--- src/rtl/max3421e_spi_master.sv ---
// Transaction-level SPI master for the MAX3421E: one command byte followed by
// len data bytes, mode 0, with the command-phase status byte captured.
module max3421e_spi_master #(
  parameter int CLK_DIV = 2,
  parameter int LEN_W   = 6
) (
  input  logic             clk_in,
  input  logic             rst_in,
  input  logic             start_in,
  input  logic [4:0]       reg_in,
  input  logic             write_in,
  input  logic             ackstat_in,
  input  logic [LEN_W-1:0] len_in,
  input  logic [7:0]       tx_data_in,
  output logic             tx_ready_out,
  output logic [7:0]       rx_data_out,
  output logic             rx_valid_out,
  output logic [7:0]       status_out,
  output logic             busy_out,
  output logic             done_out,
  output logic             ss_out,
  output logic             sclk_out,
  output logic             mosi_out,
  input  logic             miso_in
);

  localparam int DIV_W = (CLK_DIV > 1) ? $clog2(CLK_DIV) : 1;
  localparam logic [DIV_W-1:0] DIV_LAST = DIV_W'(CLK_DIV - 1);

  typedef enum logic [2:0] {S_IDLE, S_SETUP, S_SHIFT, S_HOLD, S_GAP} state_t;

  state_t           r_state;
  state_t           w_nextState;
  logic [DIV_W-1:0] r_div;
  logic             r_phaseHigh;
  logic [2:0]       r_bitCnt;
  logic [LEN_W-1:0] r_bytesLeft;
  logic             r_write;
  logic             r_isCmd;
  logic [7:0]       r_txShift;
  logic [7:0]       r_rxShift;
  logic             r_rxPending;
  logic [7:0]       r_rxData;
  logic [7:0]       r_status;
  logic             r_rxValid;

  logic w_divLast, w_accept, w_rise, w_fall, w_byteEnd, w_lastByte;

  assign w_divLast  = (r_div == DIV_LAST);
  assign w_accept   = (r_state == S_IDLE) && start_in;
  assign w_rise     = w_divLast && ((r_state == S_SETUP) || (r_state == S_SHIFT && !r_phaseHigh));
  assign w_fall     = (r_state == S_SHIFT) && r_phaseHigh && w_divLast;
  assign w_byteEnd  = w_fall && (r_bitCnt == 3'd7);
  assign w_lastByte = (r_bytesLeft == '0);

  always_ff @(posedge clk_in or negedge rst_in) begin
    if (!rst_in) r_state <= S_IDLE;
    else         r_state <= w_nextState;
  end

  always_comb begin
    w_nextState = r_state;
    case (r_state)
      S_IDLE:  if (start_in) w_nextState = S_SETUP;
      S_SETUP: if (w_divLast) w_nextState = S_SHIFT;
      S_SHIFT: if (w_byteEnd && w_lastByte) w_nextState = S_HOLD;
      S_HOLD:  if (w_divLast) w_nextState = S_GAP;
      S_GAP:   if (w_divLast) w_nextState = S_IDLE;
      default: w_nextState = S_IDLE;
    endcase
  end

  always_comb begin
    ss_out       = 1'b1;
    sclk_out     = 1'b0;
    mosi_out     = 1'b0;
    busy_out     = 1'b0;
    done_out     = 1'b0;
    tx_ready_out = 1'b0;
    case (r_state)
      S_SETUP, S_HOLD: begin
        ss_out   = 1'b0;
        busy_out = 1'b1;
        mosi_out = r_txShift[7];
      end
      S_SHIFT: begin
        ss_out       = 1'b0;
        busy_out     = 1'b1;
        sclk_out     = r_phaseHigh;
        mosi_out     = r_txShift[7];
        tx_ready_out = w_byteEnd && !w_lastByte && r_write;
      end
      S_GAP: begin
        busy_out = 1'b1;
        done_out = w_divLast;
      end
      default: ;
    endcase
  end

  // Bytes-remaining counts down to zero and stops, so a full 2^LEN_W-1 length cannot wrap.
  always_ff @(posedge clk_in or negedge rst_in) begin
    if (!rst_in) begin
      r_div       <= '0;
      r_phaseHigh <= 1'b0;
      r_bitCnt    <= 3'd0;
      r_bytesLeft <= '0;
      r_write     <= 1'b0;
      r_isCmd     <= 1'b0;
      r_txShift   <= 8'h00;
      r_rxShift   <= 8'h00;
      r_rxPending <= 1'b0;
      r_rxData    <= 8'h00;
      r_status    <= 8'h00;
      r_rxValid   <= 1'b0;
    end else begin
      r_div       <= (r_state == S_IDLE || w_divLast) ? '0 : r_div + 1'b1;
      r_rxPending <= w_rise && (r_bitCnt == 3'd7);
      r_rxValid   <= 1'b0;
      if (w_accept) begin
        r_txShift   <= {reg_in, 1'b0, write_in, ackstat_in};
        r_write     <= write_in;
        r_bytesLeft <= len_in;
        r_bitCnt    <= 3'd0;
        r_phaseHigh <= 1'b0;
        r_isCmd     <= 1'b1;
      end
      if (w_rise) begin
        r_phaseHigh <= 1'b1;
        r_rxShift   <= {r_rxShift[6:0], miso_in};
      end
      if (w_fall) begin
        r_phaseHigh <= 1'b0;
        if (r_bitCnt == 3'd7) begin
          r_bitCnt <= 3'd0;
          r_isCmd  <= 1'b0;
          if (!w_lastByte) begin
            r_bytesLeft <= r_bytesLeft - 1'b1;
            r_txShift   <= r_write ? tx_data_in : 8'h00;
          end else begin
            r_txShift <= 8'h00;
          end
        end else begin
          r_bitCnt  <= r_bitCnt + 3'd1;
          r_txShift <= {r_txShift[6:0], 1'b0};
        end
      end
      if (r_rxPending) begin
        if (r_isCmd) begin
          r_status <= r_rxShift;
        end else if (!r_write) begin
          r_rxData  <= r_rxShift;
          r_rxValid <= 1'b1;
        end
      end
    end
  end

  assign rx_data_out  = r_rxData;
  assign rx_valid_out = r_rxValid;
  assign status_out   = r_status;

endmodule

--- config.mk ---
export PLATFORM = sky130hd
export DESIGN_NAME = max3421e_spi_master
export DESIGN_NICKNAME = d
export VERILOG_FILES = /design/src/rtl/max3421e_spi_master.sv
export SDC_FILE = /design/constraint.sdc
export NUM_CORES = 1
export LEC_CHECK = 0
export ABC_AREA = 1
export BUFFER_PORTS_ARGS = -buffer_cell sky130_fd_sc_hd__buf_2
export CORE_MARGIN = 4
export CORE_UTILIZATION = 61
export CTS_BUF_LIST = sky130_fd_sc_hd__clkbuf_4 sky130_fd_sc_hd__clkbuf_8
export DETAILED_ROUTE_END_ITERATION = 16
export MAX_ROUTING_LAYER = met4
export PLACE_DENSITY = 0.87
export SETUP_SLACK_MARGIN = 0.15
export SYNTH_ARGS = -nofsm -noshare
export SYNTH_HDL_FRONTEND = slang
export SYNTH_SLANG_ARGS = --single-unit
export TNS_END_PERCENT = 100
--- constraint.sdc ---
create_clock -name clk_in -period 3.2 [get_ports clk_in]
set_input_delay 0.32 -clock clk_in [delete_from_list [all_inputs] [get_ports clk_in]]
set_output_delay 0.32 -clock clk_in [all_outputs]
set_load 0.02 [all_outputs]
Word-level counts from Yosys, hierarchy flattened

Cells that the tools add are included.

Input bits: 25
Flip-flop bits (word level): 50
Output and inout bits: 23

Reduce and logical (&&, ||, !) cells: 23
Eq/ne operators: 10
Bitwise logic cells: 2
Muxes and demuxes: 34
Add/subtract/negate cells: 3

Operators with widths:

| operator                                               | count |
|---|---|
| two-way mux 8 bit                                      | 5 |
| two-way mux 3 bit                                      | 8 |
| two-way mux 6 bit                                      | 4 |
| two-way mux 1 bit                                      | 16 |
| one-hot mux 3 bit (5 select lines)                     | 1 |
| logical AND 1 bit                                      | 10 |
| inequality test 2 bit (second input constant)          | 4 |
| == test 3 x 2 -> 1 bit (second input constant)         | 2 |
| == test 3 bit (second input constant)                  | 2 |
| logical NOT 6 bit                                      | 1 |
| subtractor 6 x 1 -> 6 bit (second input constant)      | 1 |
| AND reduction 5 bit                                    | 1 |
| OR reduction 4 bit                                     | 1 |
| adder 3 x 1 -> 3 bit (second input constant)           | 1 |
| == test 3 x 1 -> 1 bit (second input constant)         | 1 |
| logical NOT 3 bit                                      | 1 |
| AND reduction 3 bit                                    | 1 |
| nonzero test 3 bit                                     | 1 |
| OR reduction 3 bit                                     | 1 |
| logical NOT 1 bit                                      | 2 |
| logical OR 1 bit                                       | 2 |
| inequality test 2 x 1 -> 1 bit (second input constant) | 1 |
| NOT 1 bit                                              | 2 |
| AND reduction 2 bit                                    | 1 |
| 2 further kinds                                        | 2 |

Depth between registers and ports, before layout

Depth after elaboration: 7
Depth in mapped cells: 9
Mapped depth without buffers: 9

Worst setup path after synthesis

OpenSTA, ideal clock, no wires.

Path kind: register to output
Start point: reg r_state[1]
End point: out busy_out
Slack: 1.544 ns
Arrival time: 1.336 ns
Path buffers: 0
Cell stages (with the launch flop): 6
Required time: 2.880 ns
Path through: dfrtp_1 > inv_2 > nand3_1 > nand2_1 > nor2_1 > nand2_1

Word-level cells in the longest chain between the ends: 3

Ends and longest elaborated chain:

| item                                                 | RTL line | RTL |
|---|---|---|
| start: declaration                                   | 32       | `state_t r_state;` |
| start signal: assignment                             | 58       | `else r_state <= w_nextState;` |
| == test 3 x 1 -> 1 bit, or another cell as far along | 80       | `case (r_state)` |
| OR reduction 4 bit (no source line) (*)              | -        |  |
| two-way mux 1 bit (*)                                | 80       |  |
| end: declaration                                     | 19       | `output logic busy_out,` |

Every way passes the cells marked *; elsewhere a longest branch is shown, timed or not.

Final worst setup path

Start point: reg r_state[0]
End point: out tx_ready_out

Word-level cells in the longest chain between the ends: 7

Ends and longest elaborated chain:

| item                           | RTL line | RTL |
|---|---|---|
| == test 3 x 2 -> 1 bit (*)     | 52, 80   |  |
| logical AND 1 bit (2 in a row) | 52       | `assign w_fall = (r_state == S_SHIFT) && r_phaseHigh && w_divLast;` |
| logical AND 1 bit              | 53       | `assign w_byteEnd = w_fall && (r_bitCnt == 3'd7);` |
| logical AND 1 bit (2 in a row) | 91       | `tx_ready_out = w_byteEnd && !w_lastByte && r_write;` |
| two-way mux 1 bit (*)          | 80       |  |
| end: declaration               | 15       | `output logic tx_ready_out,` |

Marks and branches as above.

==> tab_implementation.tex <==
\begin{tabular}{lr}
\hline
Metric & Value \\
\hline
\multicolumn{2}{l}{\textbf{Global routing}} \\
Total global routing overflow & 0 \\
Antenna violations before repair & 0 \\
Pin count of the biggest net entering global routing & 35 \\
Total routing usage reported by global routing & 22.3\% \\
Via count of the first global-routing pass & 2008 \\
First-pass GRT wire length & slightly below 9000 µm \\
\multicolumn{2}{l}{\textbf{Clock network}} \\
Buffers inserted during post-CTS setup optimization & 0 \\
TritonCTS clock tree & yes \\
Root buffer selected by CTS & sky130\_fd\_sc\_hd\_\_clkbuf\_8 \\
CTS H-Tree Depth & 2 \\
Clock slew at the register clock pins of the worst setup and hold paths & around 100 ps \\
Number of buffers created by CTS & 5 \\
Cts-stage hold buffer count & 0 \\
Number of buffers on the longest clock path & 2 \\
Post\_cts resized & 0 \\
TritonCTS sink count & 50 \\
Clock insertion delay at the later pin of the skew report & roughly 310 ps \\
\multicolumn{2}{l}{\textbf{Routing}} \\
DRT iter0 DRCs & 145 \\
Detailed-route via count & approximately 2000 \\
1st-pass router iterations & 5 \\
DRC Markers & 0 \\
Final routed wirelength across all metal layers & around 5000 µm \\
Ratio of routed vias to standard cells & 5.32 \\
Count of nets left with antenna violations after detail routing & 0 \\
DR WL/cell & about 13 µm \\
\multicolumn{2}{l}{\textbf{Final layout}} \\
Final core utilization & 73.4\% \\
Final Cell Area & around 2700 µm² \\
Synthesis-to-layout area growth & 16.0\% \\
Fraction of final layout cells with drive strength greater than 1 & 20.5\% \\
Net count of the finished layout & 358 \\
Fill count & roughly 290 \\
Post-layout instance count excluding filler cells & between 300 and 400 \\
Count of inserted antenna diode cells & 0 \\
\multicolumn{2}{l}{\textbf{STA}} \\
Worst slew slack as a fraction of its limit & $\sim$52\% \\
Final setup skew & 8.82 ps \\
Slew Viols, Final & 0 \\
Post-layout worst setup margin & roughly 1100 ps \\
Slew @ Worst Pin & 716 ps \\
Total negative slack & 0 ps \\
Share of the cycle needed by the critical path after routing & $\sim$66\% \\
Final setup violation count & 0 \\
Final hold violation count & 0 \\
Max Freq & about 480 MHz \\
Worst hold slack & about 56 ps \\
Final critical path time including I/O delays and setup & roughly 2100 ps \\
Unrepaired setup endpoints after global routing & no \\
\multicolumn{2}{l}{\textbf{Logic synthesis}} \\
Cell area after synthesis & about 2300 µm² \\
Total number of yosys warnings & 0 \\
Top cell type by total area after synthesis & sky130\_fd\_sc\_hd\_\_dfrtp\_1 \\
Total of flip-flops plus latches after synthesis & 50 \\
Largest family of logic cells by synthesized area & simple AND/OR/NAND/NOR gates \\
Multiplexer share of the synthesized area & 0\% \\
Number of cells produced by synthesis & between 200 and 300 \\
Number of distinct standard cells referenced by the synthesized netlist & 27 \\
Adder-cell share of the synthesized area & roughly 1.6\% \\
Synth Area in XOR/XNOR & $\sim$1.5\% \\
Synth top area share & between 50\% and 60\% \\
Share of the synthesized area in compound gates (AO/OA/AOI/OAI) & between 10\% and 20\% \\
Synth Area per Inst & just over 8 µm² \\
Post-Synthesis Net Count & $\sim$300 \\
Leading cell types by total area after synthesis & sky130\_fd\_sc\_hd\_\_dfrtp\_1, sky130\_fd\_sc\_hd\_\_nand2\_1, sky130\_fd\_sc\_hd\_\_o21ai\_0, sky130\_fd\_sc\_hd\_\_inv\_1, sky130\_fd\_sc\_hd\_\_nor2\_1 \\
Sequential fraction of the synthesis area & a little over half \\
Simple-Gate Fraction of Synth Area & a little under a quarter \\
\multicolumn{2}{l}{\textbf{Floorplan}} \\
Full die area & about 4900 µm² \\
Ports placed on the boundary & between 40 and 50 \\
Initial Util & roughly 63\% \\
Std-Cell Rows & 22 \\
Placeable core region & about 3700 µm² \\
Chip Height & 69.9 µm \\
Die width & 69.9 µm \\
\multicolumn{2}{l}{\textbf{Placement}} \\
Placed cell count & 371 \\
Cell area reported after detailed placement & approximately 2600 µm² \\
Pre-CTS setup slack & roughly 1400 ps \\
Routability-driven placement congestion ratio & about 0.93 \\
Detailed placer's ending HPWL & $\sim$3800 µm \\
Count of input and output buffers & 47 \\
\multicolumn{2}{l}{\textbf{Worst setup path}} \\
Worst path most repeated cell & sky130\_fd\_sc\_hd\_\_nor2\_4 \\
Worst setup SP type & register \\
Data required time of the critical path & 2880 ps \\
Depth of the worst register-to-register path & 5 \\
Reg2Reg Setup Slack & around 1400 ps \\
Startpoint of the worst-slack reg-to-reg timing path & r\_state[0]\$\_DFFE\_PN0P\_ \\
Endpoint of the worst-slack reg-to-reg timing path & r\_bitCnt[1]\$\_DFFE\_PN0P\_ \\
Critical path data arrival time & around 1800 ps \\
CP max stage cell & sky130\_fd\_sc\_hd\_\_dfrtp\_1 \\
Largest fanout on the critical path & 10 \\
Crit-path cells & nor2\_4 -> nand3\_2 -> nor2\_4 -> nand2\_2 -> nor2\_2 -> buf\_2 \\
CP max stage delay & approximately 440 ps \\
Category of the most critical setup path & register to output port \\
Nature of the critical path endpoint & output port \\
\multicolumn{2}{l}{\textbf{Power}} \\
Static leakage power & roughly 1.4 nW \\
Overall power of the completed layout & 2.22 mW \\
IR drop worst, VDD & 0.513 mV \\
Power per unit of standard cell area & 819 nW/µm² \\
\multicolumn{2}{l}{\textbf{Job}} \\
Max-cap violations & 0 \\
\multicolumn{2}{l}{\textbf{Outcome}} \\
Result of the run & finished clean \\
\multicolumn{2}{l}{\textbf{Min path}} \\
Worst min path class & input pin to asynchronous set/reset pin \\
\hline
\end{tabular}
## report_power, final
| part | leakage [nW] | switching (mW) | internal (mW) |
|---|---|---|---|
| sequential | 0.646 | 0.152 | 0.807 |
| clock | 0.0514 | 0.217 | 0.178 |
| combinational | 0.734 | 0.568 | 0.295 |
| total | 1.43 | 0.937 | 1.28 |
## cell type report
cell class | instances | area [µm²] | area share (%)
sequential | 50 | 1250 | 46.2
clock inverter | 2 | 17.5 | 0.647
tap | 48 | 60.1 | 2.22
clock buffer | 6 | 82.6 | 3.05
timing repair buffer | 48 | 243 | 8.96
multi-input combinational | 194 | 938 | 34.6
inverter | 31 | 116 | 4.30
## critical path: cells and delay by family (launching register included)
family / cells / cell delay [ps]
AND/OR/NAND/NOR: 5 / 850
flip-flops: 1 / 440
buffers and inverters: 1 / 170
## routing by layer
metal  wire, µm  up-vias  GRT usage, %  part of all wire (%)
li1           -     1001             -                     -
met1       2230      956          28.7                    45
met2       2420       53          34.8                    49
met3        274        8          6.62                   5.5
met4         49        0          5.53                  0.98
met5          0        -             -                     0
## layout by cell type, fill, tap and decap left out, drive strengths merged
master,count
or2,1
clkbuf,6
buf,48
a21oi,11
o211ai,1
xor2,2
nand2,79
o21ai,42
dfrtp,50
o21a,1
ha,3
nor3,1
xnor2,2
nand3,16
clkinv,2
nand4,2
inv,31
a22o,2
a22oi,1
nor2,30
## kinds of logic (layout without fill, tap and decap cells)
logic type,after synthesis,in the layout
DFF,50,50
buffers and inverters,37,87
AOI/OAI and AO/OA,58,58
adders and majority gates,3,3
and+or+nand+nor,129,129
xor gates and xnor gates,4,4
## sequential cells by signal, summed over array words and instances, names as in the netlist, 3 cells and up
name / count
r_bitCnt: 3
r_bytesLeft: 6
r_rxShift: 8
r_state: 3
r_txShift: 8
rx_data_out: 8
status_out: 8
## cell usage after synthesis
cell / number
sky130_fd_sc_hd__nand4_2: 1
sky130_fd_sc_hd__nand2_2: 1
sky130_fd_sc_hd__ha_1: 3
sky130_fd_sc_hd__nand2_1: 78
sky130_fd_sc_hd__nor3_1: 1
sky130_fd_sc_hd__xor2_1: 2
sky130_fd_sc_hd__or2_2: 1
sky130_fd_sc_hd__nand3_2: 1
sky130_fd_sc_hd__o211ai_4: 1
sky130_fd_sc_hd__nor2_1: 26
sky130_fd_sc_hd__nand3_1: 15
sky130_fd_sc_hd__dfrtp_1: 50
sky130_fd_sc_hd__xnor2_1: 2
sky130_fd_sc_hd__inv_2: 3
sky130_fd_sc_hd__nand4_1: 1
sky130_fd_sc_hd__o21ai_0: 29
sky130_fd_sc_hd__nor2_4: 2
sky130_fd_sc_hd__a22oi_1: 1
sky130_fd_sc_hd__a22o_1: 2
sky130_fd_sc_hd__buf_4: 1
sky130_fd_sc_hd__o21a_1: 1
sky130_fd_sc_hd__clkbuf_1: 2
sky130_fd_sc_hd__nor2_2: 2
sky130_fd_sc_hd__inv_1: 28
sky130_fd_sc_hd__o21ai_1: 13
sky130_fd_sc_hd__buf_2: 3
sky130_fd_sc_hd__a21oi_1: 11
## how the worst max path moves through the flow
stage | end | from
final | tx_ready_out | r_state[0]$_DFFE_PN0P_
after CTS | tx_ready_out | r_state[0]$_DFFE_PN0P_
after global routing | tx_ready_out | r_state[0]$_DFFE_PN0P_
after floorplan | busy_out | r_state[1]$_DFFE_PN0P_
after global placement | tx_ready_out | r_bitCnt[0]$_DFFE_PN0P_
after detailed placement | r_bitCnt[2]$_DFFE_PN0P_ | r_state[0]$_DFFE_PN0P_
(Power assumes the default switching activity.)
